## src/rtl/row_readout_scheduler_pkg.sv

```systemverilog
// Shared types and sizing for the row readout scheduler: state encoding,
// row descriptor layout and the batch-count clamp.
package readout_pkg;

  localparam int BATCH_SIZE  = 16;
  localparam int MAX_WIDTH   = 1920;
  localparam int MAX_HEIGHT  = 1080;
  localparam int MAX_BATCHES = MAX_WIDTH / BATCH_SIZE;
  localparam int ADDR_W      = $clog2(MAX_BATCHES);
  localparam int COUNT_W     = ADDR_W + 1;
  localparam int ROW_W       = $clog2(MAX_HEIGHT);

  typedef enum logic {
    ST_IDLE  = 1'b0,
    ST_ISSUE = 1'b1
  } state_e;

  typedef struct packed {
    logic               half;
    logic [ROW_W-1:0]   row;
    logic [COUNT_W-1:0] count;
  } row_desc_t;

  // Rows wider than the buffer cannot be read past its last word.
  function automatic logic [COUNT_W-1:0] clamp_count(input logic [COUNT_W-1:0] cnt);
    logic [COUNT_W-1:0] lim;
    lim = COUNT_W'(MAX_BATCHES);
    if (cnt > lim) begin
      return lim;
    end else begin
      return cnt;
    end
  endfunction

endpackage

```

## src/rtl/row_readout_scheduler.sv

```systemverilog
// Turns completed line-buffer rows into per-batch read commands over a
// valid/ready handshake, with one active and one pending row descriptor.
module row_readout_scheduler
  import readout_pkg::*;
(
  input  logic               I_clk,
  input  logic               I_rst,
  input  logic               I_frame_start,
  input  logic               I_row_done,
  input  logic               I_row_half,
  input  logic [ROW_W-1:0]   I_row_index,
  input  logic [COUNT_W-1:0] I_batch_count,
  output logic               O_cmd_valid,
  input  logic               I_cmd_ready,
  output logic [ADDR_W-1:0]  O_cmd_addr,
  output logic               O_cmd_half,
  output logic [ROW_W-1:0]   O_cmd_row,
  output logic               O_cmd_last,
  output logic               O_busy,
  output logic               O_overrun
);

  state_e              state_q, state_d;
  row_desc_t           active_q, active_d;
  row_desc_t           pend_q, pend_d;
  logic                pend_vld_q, pend_vld_d;
  logic [ADDR_W-1:0]   counter_q, counter_d;
  logic                last_q, last_d;
  logic                valid_q, valid_d;
  logic                busy_q, busy_d;
  logic                overrun_q, overrun_d;

  row_desc_t           new_desc_s;
  logic                capture_s;
  logic                xfer_s;

  // Incoming descriptor and handshake qualifiers.
  always_comb begin
    new_desc_s.half  = I_row_half;
    new_desc_s.row   = I_row_index;
    new_desc_s.count = clamp_count(I_batch_count);
    capture_s        = I_row_done && (I_batch_count != COUNT_W'(0));
    xfer_s           = valid_q && I_cmd_ready;
  end

  // Next-state logic for scheduler state, descriptors and batch counter.
  always_comb begin
    state_d    = state_q;
    active_d   = active_q;
    pend_d     = pend_q;
    pend_vld_d = pend_vld_q;
    counter_d  = counter_q;
    overrun_d  = 1'b0;

    if (I_frame_start) begin
      // Flush wins; a coincident row is captured into the emptied scheduler.
      pend_d     = '0;
      pend_vld_d = 1'b0;
      counter_d  = '0;
      if (capture_s) begin
        active_d = new_desc_s;
        state_d  = ST_ISSUE;
      end else begin
        active_d = '0;
        state_d  = ST_IDLE;
      end
    end else begin
      case (state_q)
        ST_IDLE: begin
          if (capture_s) begin
            active_d  = new_desc_s;
            counter_d = '0;
            state_d   = ST_ISSUE;
          end else begin
            state_d = ST_IDLE;
          end
        end
        ST_ISSUE: begin
          if (xfer_s && last_q) begin
            counter_d = '0;
            if (pend_vld_q) begin
              active_d = pend_q;
              if (capture_s) begin
                pend_d = new_desc_s;
              end else begin
                pend_vld_d = 1'b0;
              end
            end else if (capture_s) begin
              active_d = new_desc_s;
            end else begin
              state_d = ST_IDLE;
            end
          end else begin
            if (xfer_s) begin
              counter_d = counter_q + ADDR_W'(1);
            end else begin
              counter_d = counter_q;
            end
            if (capture_s) begin
              if (pend_vld_q) begin
                overrun_d = 1'b1;
              end else begin
                pend_d     = new_desc_s;
                pend_vld_d = 1'b1;
              end
            end else begin
              pend_vld_d = pend_vld_q;
            end
          end
        end
        default: begin
          state_d    = ST_IDLE;
          active_d   = '0;
          pend_d     = '0;
          pend_vld_d = 1'b0;
          counter_d  = '0;
        end
      endcase
    end

    valid_d = (state_d == ST_ISSUE);
    busy_d  = (state_d == ST_ISSUE);
    last_d  = (state_d == ST_ISSUE) &&
              ({1'b0, counter_d} == (active_d.count - COUNT_W'(1)));
  end

  // State and output registers.
  always_ff @(posedge I_clk or posedge I_rst) begin
    if (I_rst) begin
      state_q    <= ST_IDLE;
      active_q   <= '0;
      pend_q     <= '0;
      pend_vld_q <= 1'b0;
      counter_q  <= '0;
      last_q     <= 1'b0;
      valid_q    <= 1'b0;
      busy_q     <= 1'b0;
      overrun_q  <= 1'b0;
    end else begin
      state_q    <= state_d;
      active_q   <= active_d;
      pend_q     <= pend_d;
      pend_vld_q <= pend_vld_d;
      counter_q  <= counter_d;
      last_q     <= last_d;
      valid_q    <= valid_d;
      busy_q     <= busy_d;
      overrun_q  <= overrun_d;
    end
  end

  assign O_cmd_valid = valid_q;
  assign O_cmd_addr  = counter_q;
  assign O_cmd_half  = active_q.half;
  assign O_cmd_row   = active_q.row;
  assign O_cmd_last  = last_q;
  assign O_busy      = busy_q;
  assign O_overrun   = overrun_q;

endmodule

```

## config.mk

```make
export PLATFORM = sky130hd
export DESIGN_NAME = row_readout_scheduler
export DESIGN_NICKNAME = d
export VERILOG_FILES = /design/src/rtl/row_readout_scheduler_pkg.sv /design/src/rtl/row_readout_scheduler.sv
export SDC_FILE = /design/constraint.sdc
export NUM_CORES = 1
export LEC_CHECK = 0
export CAP_MARGIN = 10
export CORE_MARGIN = 3
export CORE_UTILIZATION = 45
export DETAILED_ROUTE_END_ITERATION = 8
export GPL_TIMING_DRIVEN = 0
export PLACE_DENSITY = 0.73
export SYNTH_ARGS = -nofsm -noshare
export SYNTH_HDL_FRONTEND = slang
export SYNTH_SLANG_ARGS = --single-unit
```

## constraint.sdc

```tcl
create_clock -name I_clk -period 3 [get_ports I_clk]
set_input_delay 0.3 -clock I_clk [delete_from_list [all_inputs] [get_ports I_clk]]
set_output_delay 0.3 -clock I_clk [all_outputs]
set_load 0.01 [all_outputs]
```

==> metrics.yaml <==
status: "complete, no violations"
p_total_mw: 1.54
criticalPathCategory: "input port to flop"
grt_pass1_wl_um: 11100
clkPwrFrac_pct: 25.3
antenna_cells: 0
wl_um: 6810
clock_skew_ns: 0.00622
ant_nets: 0
cp.required_ns: 3.23
grt_pass1_vias: 2224
fin_crit_ns: 2.92
crit_fanout: 5
internal_power_mw: 1.09
rows: 27
clockRootBuffer: "clkbuf_8"
power.net_switching_uw: 456
peakVddDrop_uv: 219
final_nets: 364
overflow: 0
arrival_ns: 3.15
clock_latency_ns: 0.31
drt-initial-drc-count: 214
area_growth_pct: 31.7
htree_num_levels: 2
die_h_um: 83.8
p_sw_share_pct: 29.5
dp_hpwl_um: 4750
wl_per_cell_um: 16.6
final_core_util_pct: 63.2
p_per_area_nw_per_um2: 430
synthFlopType: "dfrtp_1"
grt_max_degree: 40
reg2reg_depth: 9
hp-class: "input port to asynchronous set/reset pin"
via_per_inst: 5.75
leakagePower_nw: 1.68
setup_tns_ns: 0
core-area_sq_um: 5680
tritoncts: "done"
netlist_instances: 272
layout-drive-gt1-share_pct: 17.2
final_hold_viol_count: 0
drc: 0
synthTopCellsByArea: "dfrtp_1 (47%), a22o_1 (4.8%), a222oi_1 (4.8%)"
antenna_found_initial: 0
clockBufferDepth: 2
cts_num_sinks: 51
initial_core_util_pct: 48.0
numCtsBuffers: 5
period_share_pct: 97.3
async_flop_share_pct: 100
yosysSeqAreaShare_pct: 46.8
synth_top_area_cell: "dfrtp_1"
max_freq_mhz: 343
drt_first_pass_iters: 6
syn-num-nets: 299
critPathLaunchType: "input port"
place_ws_ns: -0.596
synth_top_area_share_pct: 46.8
syn_avg_cell_area_sq_um: 10.0
grt_usage_pct: 19.4
routed-via-count: 2352
dp_cells: 392
seqPwrFrac_pct: 49.3
yosysUniqueCellTypes: 54
layout.cells.non_filler: 409
worst_slew_pin_slew_ns: 0.829
cap_viol_max_count: 0
io_pins: 48
netlist_area_sq_um: 2730
fill_cells: 483
finalMaxSlewViolations: 0
slew_headroom_pct: 44.5
dieArea_sq_um: 7030
setup_violations: 0
die_w_um: 83.8
crit_path_end_kind: "flop"
synth_edf_count: 0
io_buffers: 47
ys_ff_latch: 51
fin_ws_ns: 0.0819
p_comb_share_pct: 25.3
routabilityCongestion: 0.876
cts.clk_slew.worst_paths_ns: 0.09
yosysWarnings: 0
[power groups by stage]
stage                     combinational [mW]  clock (mW)  sequential, mW
after floorplan                        0.208           0           0.767
after global placement                 0.331           0           0.770
final                                  0.391       0.391           0.762
after global routing                   0.426       0.425           0.768
after detailed placement               0.338           0           0.771
after CTS                              0.353       0.399           0.759
[cell families (layout without fill, tap and decap cells)]
family                   after synthesis  after routing  share of synthesized area [%]
AO/OA/AOI/OAI                         77             77                           23.2
multiplexers                           2              2                          0.780
XOR/XNOR                               9              9                           3.44
flip-flops                            51             51                           46.8
adder cells (fa/ha/maj)                2              2                          0.918
buffers and inverters                 48            113                           8.31
AND/OR/NAND/NOR                       83             83                           16.6
[stage by stage]
step	hold WS, ns	cell area [sq um]
2_1_floorplan	0.425	2730
3_3_place_gp	0.477	3290
3_5_place_dp	0.480	3310
4_1_cts	0.254	3440
5_1_grt	0.267	3590
6_report	0.246	3590
[cells in the mapped netlist (6+ instances only)]
library cell	count
a22o_1	15
nor2_1	14
nand3_1	8
a21oi_1	8
o21ai_0	9
and3_1	8
nor2b_1	6
inv_1	23
a222oi_1	13
dfrtp_1	51
buf_4	12
nand2_1	22
clkbuf_1	12
[area by class of cell]
type | instances | area [sq um] | area share (%)
tap | 72 | 90.1 | 2.51
clock buffer | 5 | 68.8 | 1.92
inverter | 23 | 86.3 | 2.41
sequential | 51 | 1280 | 35.6
clock inverter | 2 | 13.8 | 0.383
timing repair buffer | 61 | 592 | 16.5
multi-input combinational | 173 | 1330 | 36.9
buffer | 22 | 136 | 3.80
[cell usage in the layout, fill, tap and decap left out, types with 8 or more instances in the layout]
cell type	netlist	final
buf_4	12	25
dfrtp_1	51	51
a22o_1	15	15
a222oi_1	13	13
nor2_1	14	13
a21oi_1	8	8
clkdlybuf4s50_1	0	44
and3_1	8	8
o21ai_0	9	9
nand3_1	8	8
clkbuf_1	12	8
nand2_1	22	21
inv_1	23	22
[final timing paths]
kind,start,end,slack [ns]
min in group I_clk,I_batch_count[3],pend_q[3]$_DFFE_PP0P_,0.35
worst min register to register,pend_q[4]$_DFFE_PP0P_,pend_q[4]$_DFFE_PP0P_,0.50
max in group asynchronous,I_rst,active_q[4]$_DFF_PP0_,2.26
worst min-delay path,I_rst,O_cmd_addr[6]$_DFF_PP0_,0.25
worst max-delay path,I_batch_count[5],O_cmd_last$_DFF_PP0_,0.08
worst max register to register,O_busy$_DFF_PP0_,O_cmd_last$_DFF_PP0_,0.21
[sequential cells by signal, indices dropped and copies added, names as in the netlist]
signal and count:
O_cmd_addr 7, O_cmd_row 11, pend_vld_q 1, O_overrun 1
pend_q 20, O_cmd_half 1, active_q 8, O_cmd_last 1
O_busy 1
[critical path, cell delays in order]
cell and delay [ns]:
clkdlybuf4s50_1 0.44, or4_4 0.57, o21a_1 0.23, buf_4 0.15, o21ai_4 0.26, a21oi_4 0.12, buf_4 0.17, and3_1 0.20
a32o_1 0.26, a211o_1 0.28, a211oi_2 0.17
[per-layer routing]
metal	up-vias	global-route usage, %	part of all wire, %
met5	-	0	0
met4	0	5.26	0.93
met3	10	3.55	6.4
met2	92	28.3	47
met1	1127	29.3	46
li1	1123	-	-
[repair_timing]
item,in CTS,in global routing
pin swaps,0,10
resized for setup,10,14
hold buffers,0,0
endpoints found under the setup margin,1,11
gates cloned,0,0
buffers inserted,2,11
Note: power is estimated with default switching activity, not from simulation.
